$ cat src/rtl/ad9280_acq_sequencer.sv
// rtl/ad9280_acq_sequencer.sv - sys-clock acquisition sequencer framing AD9280 core samples into stream packets
module ad9280_acq_sequencer #(
    parameter int MIN_OFF     = 8,
    parameter int FLUSH_QUIET = 16,
    parameter int SWTRIG_LEN  = 4,
    parameter int TMO_W       = 24
) (
    input  logic             sys_clk,
    input  logic             sys_rst_n,
    input  logic             ctrl_run,
    input  logic             ctrl_single,
    input  logic             ctrl_stop,
    input  logic [15:0]      cfg_frame_len,
    input  logic [15:0]      cfg_holdoff,
    input  logic [TMO_W-1:0] cfg_auto_timeout,
    input  logic             adc_trig_det,
    input  logic             adc_data_valid,
    input  logic [7:0]       adc_data,
    output logic             adc_data_ready,
    output logic             adc_sampling_enable,
    output logic             adc_sw_trigger,
    output logic             m_axis_tvalid,
    output logic [7:0]       m_axis_tdata,
    output logic             m_axis_tlast,
    input  logic             m_axis_tready,
    output logic [2:0]       stat_state,
    output logic             stat_busy,
    output logic             stat_forced,
    output logic             frame_done,
    output logic [15:0]      frame_count
);

    localparam int QW = $clog2(FLUSH_QUIET + 1);
    localparam int SW = $clog2(SWTRIG_LEN + 1);
    localparam logic [TMO_W-1:0] TMO_ONE = TMO_W'(1);

    typedef enum logic [2:0] {
        S_IDLE      = 3'd0,
        S_FLUSH     = 3'd1,
        S_WAIT_TRIG = 3'd2,
        S_STREAM    = 3'd3,
        S_HOLDOFF   = 3'd4
    } state_e;

    state_e           state_q, state_d;
    logic             trig_s1_q, trig_s2_q, run_prev_q;
    logic             stop_pending_q, stop_pending_d;
    logic             single_mode_q, single_mode_d;
    logic             done_single_q, done_single_d;
    logic [15:0]      state_cnt_q;
    logic [QW-1:0]    quiet_q;
    logic [TMO_W-1:0] tmo_q;
    logic [SW-1:0]    sw_cnt_q;
    logic             sw_fired_q, forced_q;
    logic [15:0]      beats_left_q;
    logic             tvalid_q, tlast_q;
    logic [7:0]       tdata_q;
    logic             frame_done_q;
    logic [15:0]      frame_count_q;

    logic        stop_req, out_free, beat_acc, fire, ready, enable, tlast_hs;
    logic [15:0] eff_holdoff, frame_len_eff;

    // A falling ctrl_run is treated exactly like a ctrl_stop pulse.
    assign stop_req      = ctrl_stop | (run_prev_q & ~ctrl_run);
    assign eff_holdoff   = (cfg_holdoff > 16'(MIN_OFF)) ? cfg_holdoff : 16'(MIN_OFF);
    assign frame_len_eff = (cfg_frame_len == 16'd0) ? 16'd1 : cfg_frame_len;
    assign out_free      = ~tvalid_q | m_axis_tready;
    assign beat_acc      = ready & adc_data_valid &
                           ((state_q == S_WAIT_TRIG) | (state_q == S_STREAM));
    assign fire          = (state_q == S_WAIT_TRIG) & ~trig_s2_q & ~sw_fired_q &
                           (cfg_auto_timeout != '0) & (tmo_q == cfg_auto_timeout - TMO_ONE);
    assign tlast_hs      = tvalid_q & m_axis_tready & tlast_q;

    always_comb begin
        state_d        = state_q;
        stop_pending_d = stop_pending_q;
        single_mode_d  = single_mode_q;
        done_single_d  = done_single_q;
        ready          = 1'b0;
        enable         = 1'b0;
        case (state_q)
            S_IDLE: begin
                if (!stop_req && (ctrl_single || ctrl_run)) begin
                    state_d        = S_FLUSH;
                    single_mode_d  = ctrl_single & ~ctrl_run;
                    stop_pending_d = 1'b0;
                    done_single_d  = 1'b0;
                end
            end
            S_FLUSH: begin
                ready = 1'b1;
                if (stop_req) stop_pending_d = 1'b1;
                if ((quiet_q >= QW'(FLUSH_QUIET)) && (state_cnt_q >= 16'(MIN_OFF)))
                    state_d = (stop_pending_q || stop_req || done_single_q) ? S_IDLE : S_WAIT_TRIG;
            end
            S_WAIT_TRIG: begin
                enable = 1'b1;
                if (stop_req) begin
                    stop_pending_d = 1'b1;
                    state_d        = S_FLUSH;
                end else begin
                    ready = (beats_left_q != 16'd0) & out_free;
                    if (ready && adc_data_valid)
                        state_d = (beats_left_q == 16'd1) ? S_HOLDOFF : S_STREAM;
                end
            end
            S_STREAM: begin
                enable = 1'b1;
                ready  = (beats_left_q != 16'd0) & out_free;
                if (stop_req) stop_pending_d = 1'b1;
                if (ready && adc_data_valid && beats_left_q == 16'd1) state_d = S_HOLDOFF;
            end
            S_HOLDOFF: begin
                ready = 1'b1;
                if (stop_req) stop_pending_d = 1'b1;
                if (single_mode_q) done_single_d = 1'b1;
                if (!tvalid_q && state_cnt_q >= eff_holdoff) state_d = S_FLUSH;
            end
            default: state_d = S_IDLE;
        endcase
    end

    always_ff @(posedge sys_clk or negedge sys_rst_n) begin
        if (!sys_rst_n) begin
            state_q        <= S_IDLE;
            trig_s1_q      <= 1'b0;
            trig_s2_q      <= 1'b0;
            run_prev_q     <= 1'b0;
            stop_pending_q <= 1'b0;
            single_mode_q  <= 1'b0;
            done_single_q  <= 1'b0;
            state_cnt_q    <= 16'd0;
            quiet_q        <= '0;
            tmo_q          <= '0;
            sw_cnt_q       <= '0;
            sw_fired_q     <= 1'b0;
            forced_q       <= 1'b0;
            beats_left_q   <= 16'd0;
            tvalid_q       <= 1'b0;
            tlast_q        <= 1'b0;
            tdata_q        <= 8'd0;
            frame_done_q   <= 1'b0;
            frame_count_q  <= 16'd0;
        end else begin
            state_q        <= state_d;
            trig_s1_q      <= adc_trig_det;
            trig_s2_q      <= trig_s1_q;
            run_prev_q     <= ctrl_run;
            stop_pending_q <= stop_pending_d;
            single_mode_q  <= single_mode_d;
            done_single_q  <= done_single_d;

            if (state_d != state_q) state_cnt_q <= 16'd0;
            else if (state_cnt_q != 16'hFFFF) state_cnt_q <= state_cnt_q + 16'd1;

            if (state_d != state_q || adc_data_valid) quiet_q <= '0;
            else if (quiet_q < QW'(FLUSH_QUIET)) quiet_q <= quiet_q + QW'(1);

            // Timeout only advances while no real trigger is seen, and stops once the forced pulse fired.
            if (state_q != S_WAIT_TRIG) begin
                tmo_q      <= '0;
                sw_fired_q <= 1'b0;
            end else begin
                if (!trig_s2_q && !sw_fired_q) tmo_q <= tmo_q + TMO_ONE;
                if (fire) sw_fired_q <= 1'b1;
            end

            if (fire) sw_cnt_q <= SW'(SWTRIG_LEN);
            else if (sw_cnt_q != '0) sw_cnt_q <= sw_cnt_q - SW'(1);

            if (fire) forced_q <= 1'b1;
            else if (state_d == S_WAIT_TRIG && state_q != S_WAIT_TRIG) forced_q <= 1'b0;

            if (state_d == S_WAIT_TRIG && state_q != S_WAIT_TRIG) beats_left_q <= frame_len_eff;
            else if (beat_acc) beats_left_q <= beats_left_q - 16'd1;

            if (beat_acc) begin
                tvalid_q <= 1'b1;
                tdata_q  <= adc_data;
                tlast_q  <= (beats_left_q == 16'd1);
            end else if (m_axis_tready) begin
                tvalid_q <= 1'b0;
            end

            frame_done_q <= tlast_hs;
            if (tlast_hs) frame_count_q <= frame_count_q + 16'd1;
        end
    end

    assign adc_data_ready      = ready;
    assign adc_sampling_enable = enable;
    assign adc_sw_trigger      = (sw_cnt_q != '0);
    assign m_axis_tvalid       = tvalid_q;
    assign m_axis_tdata        = tdata_q;
    assign m_axis_tlast        = tlast_q;
    assign stat_state          = state_q;
    assign stat_busy           = (state_q != S_IDLE);
    assign stat_forced         = forced_q;
    assign frame_done          = frame_done_q;
    assign frame_count         = frame_count_q;

endmodule

$ cat config.mk
export PLATFORM = sky130hd
export DESIGN_NAME = ad9280_acq_sequencer
export DESIGN_NICKNAME = d
export VERILOG_FILES = /design/src/rtl/ad9280_acq_sequencer.sv
export SDC_FILE = /design/constraint.sdc
export NUM_CORES = 1
export LEC_CHECK = 0
export BUFFER_PORTS_ARGS = -buffer_cell sky130_fd_sc_hd__buf_2
export CORE_MARGIN = 3
export CORE_UTILIZATION = 45
export DETAILED_ROUTE_END_ITERATION = 8
export MAX_ROUTING_LAYER = met4
export PLACE_DENSITY = 0.66
export SLEW_MARGIN = 40
export SYNTH_ARGS = -nofsm -noshare
export SYNTH_HDL_FRONTEND = slang
export SYNTH_SLANG_ARGS = --single-unit
$ cat constraint.sdc
create_clock -name sys_clk -period 2.87 [get_ports sys_clk]
set_clock_uncertainty 0.05 [all_clocks]
set_input_delay 0 -clock sys_clk [delete_from_list [all_inputs] [get_ports sys_clk]]
set_output_delay 0 -clock sys_clk [all_outputs]
set_load 0.02 [all_outputs]
==> metrics.yaml <==
setup_path:
  cp_cell_sequence: "inv_1 > ha_1 > nand2b_1 > or3_1 > o211a_4 > nand2_4 > nor4_1 > or4b_1 > a21o_1"
  crit_buf_inv: 1
  crit_fanout: 27
  critPathSlowestCell: "or4b_1"
  required_ns: 3.06
  start_kind: "register"
  crit_type: "reg2reg"
  end_kind: "register"
  critPathMaxStageDelay_ns: 0.48
  worstPathArrival_ns: 2.85
  cp_top_family: "simple AND/OR/NAND/NOR gates"
timing:
  rsz0062_at_grt: "false"
  hold-worst-slack_ns: 0.00105
  min_period_ns: 2.66
  fmaxAchievable_mhz: 375
  tightest_slew_ns: 0.650
  hold_violations: 0
  relSlewSlack_pct: 56.3
  tns_ns: 0
  finalCritPeriodShare_pct: 92.8
  slew_violations: 0
  setup_violations: 0
pwr:
  p_sw_mw: 0.883
  p_sw_share_pct: 26.3
  cellLeakagePower_nw: 3.59
  p_int_mw: 2.47
  combPwrFrac_pct: 14.7
  max-vdd-ir-drop_mv: 0.398
  seqPwrFrac_pct: 47.1
  p_per_area_nw_per_um2: 428
  power.share.clock_pct: 38.2
drt:
  drt_iter0_markers: 332
  routedWlPerCell_um: 14.8
  vias: 5685
  ant_nets: 0
  viasPerCell: 5.50
  drc: 0
  dr.pass1.iters: 5
  routed_wl_um: 15300
place:
  hpwl_um: 11200
  place.port_buffers: 106
  dpl_cell_area_um2: 7210
  gp_congestion: 0.892
synthesis:
  synthesis.nets: 805
  syn_avg_cell_area_um2: 9.11
  synth_top_area_share_pct: 39.8
  yosysWarnings: 0
  async_flop_share_pct: 100
  synthFlopType: "dfrtp_1"
  yosysTopAreaCell: "dfrtp_1"
  netlist_instances: 705
  yosysSeqAreaShare_pct: 39.8
  synth_cell_types: 67
  synth-edff-count: 0
  yosys-top-cells-area: "dfrtp_1 40%, xnor2_1 7.1%, ha_1 5.5%"
  synth_seq_cells: 102
  synth_area_um2: 6420
die:
  num_io_pins: 107
  chipWidth_um: 125
  die-height_um: 125
  dieArea_um2: 15700
  initial_core_util_pct: 46.1
  coreArea_um2: 13900
  rows: 43
finish:
  antennaDiodeCount: 0
  fin_nets: 949
  fill_cells: 1237
  layout_commonest_cell: "buf_2"
  syn_to_final_growth_pct: 22.3
  final_cell_mix: "105 x buf_2, 102 x dfrtp_1, 82 x nor2_1"
  drive_gt1_share_pct: 20.2
  final_cell_area_um2: 7850
global_routing:
  antenna_found_initial: 0
  grt_max_degree: 85
  grt_usage_pct: 20.4
  grt_pass1_vias: 5601
  grt-ovfl-total: 0
  grt_pass1_wl_um: 26200
cts:
  numCtsBuffers: 9
  cts.sinks: 102
  worstSkewPairLatency_ns: 0.35
  cts.repair.resized: 0
  clockBufferDepth: 2
  cts_tree: "done"
  clkTransAtPathRegs_ns: 0.07
  htreeDepth: 3
  root_buffer: "clkbuf_16"
job:
  drv_cap: 0
min_path:
  hp-class: "in2async"
run_status:
  status: "finished clean"
## cells in the mapped netlist (3+ instances only)
master and count:
a211oi_1 5, a21o_1 5, a21oi_1 26, a311oi_1 4
a31oi_1 5, and2_1 6, and3_1 9, and4_1 5
clkbuf_1 14, dfrtp_1 102, ha_1 28, inv_1 39
mux2_2 11, mux2i_1 3, nand2_1 55, nand2b_1 9
nand3_1 28, nand4_1 21, nand4b_1 3, nor2_1 82
nor2b_1 5, nor3_1 24, nor3b_1 3, nor4_1 22
nor4_2 3, nor4b_1 4, o21a_1 5, o21ai_0 25
or2_2 6, or3_1 9, or4_1 6, or4_4 4
or4b_2 3, xnor2_1 52, xor2_1 32
## flip-flops by register name, indices dropped and copies added, names as in the netlist
signal          count
m_axis_tvalid       1
quiet_q             5
frame_done          1
sw_fired_q          1
stat_forced         1
stop_pending_q      1
beats_left_q       16
state_cnt_q        16
done_single_q       1
stat_state          3
sw_cnt_q            3
trig_s2_q           1
run_prev_q          1
single_mode_q       1
tmo_q              24
frame_count        16
m_axis_tlast        1
m_axis_tdata        8
trig_s1_q           1
## path summary, 6_finish.rpt
path | from | to | slack (ns) | cells past startpoint
worst min register to register | trig_s1_q$_DFF_PN0_ | trig_s2_q$_DFF_PN0_ | 0.30 | 0
max in group asynchronous | sys_rst_n | state_cnt_q[9]$_DFFE_PN0P_ | 1.90 | 4
worst max-delay path | beats_left_q[0]$_DFFE_PN0P_ | beats_left_q[15]$_DFFE_PN0P_ | 0.21 | 9
worst min-delay path | sys_rst_n | frame_count[11]$_DFFE_PN0P_ | 0.001 | 2
worst max register to register | beats_left_q[0]$_DFFE_PN0P_ | beats_left_q[15]$_DFFE_PN0P_ | 0.21 | 9
min in group sys_clk | adc_data_valid | quiet_q[0]$_DFFE_PN0P_ | 0.15 | 4
## power groups by stage
stage	clock network, mW	registers (mW)	logic [mW]
6_report	1.28	1.58	0.494
5_1_grt	1.39	1.59	0.577
4_1_cts	1.32	1.58	0.491
3_5_place_dp	0	1.60	0.457
3_3_place_gp	0	1.60	0.433
2_1_floorplan	0	1.58	0.281
## metrics by stage
step	instances	power, mW	utilization (%)	setup slack (ns)
floorplan	705	1.86	-	0.207
global placement	987	2.04	51.7	0.128
detailed placement	987	2.06	51.8	0.0340
CTS	1032	3.39	56.2	0.227
global route	1033	3.56	56.4	0.0912
finish	1033	3.36	56.4	0.206
## cell families (layout without fill, tap and decap cells)
family | after synthesis | in the layout | synth area share (%)
adder cells (fa/ha/maj) | 28 | 28 | 5.46
AO/OA/AOI/OAI | 104 | 104 | 10.9
flip-flops | 102 | 102 | 39.8
multiplexers | 14 | 14 | 2.40
XOR/XNOR | 84 | 84 | 11.5
buffers and inverters | 58 | 206 | 3.76
AND/OR/NAND/NOR | 315 | 315 | 26.3
## layer usage
| metal | wire length [µm] | up-vias | GRT usage [%] |
|---|---|---|---|
| li1 | - | 2809 | - |
| met1 | 6890 | 2721 | 26.1 |
| met2 | 7430 | 126 | 32.7 |
| met3 | 676 | 29 | 4.53 |
| met4 | 328 | 0 | 5.68 |
| met5 | 0 | - | - |
## worst reg2reg max path: stages, from the launching register on
cell and delay (ns):
dfrtp_1 0.37, inv_1 0.08, ha_1 0.23, nand2b_1 0.15, or3_1 0.17, o211a_4 0.22
nand2_4 0.20, nor4_1 0.42, or4b_1 0.48, a21o_1 0.19
## cell type report
class                      instances  area, µm²  area share (%)
clock buffer                       9        225            2.87
sequential                       102       2550            32.5
clock inverter                     6       86.3            1.10
timing repair buffer             152        990            12.6
multi-input combinational        545       3630            46.2
inverter                          39        146            1.86
tap                              180        225            2.87
## timing repair
action,4_1_cts,5_1_grt
hold buffers,30,0
buffers inserted,0,0
endpoints found under the hold margin,113,0
Power figures use the tool's default switching activity.
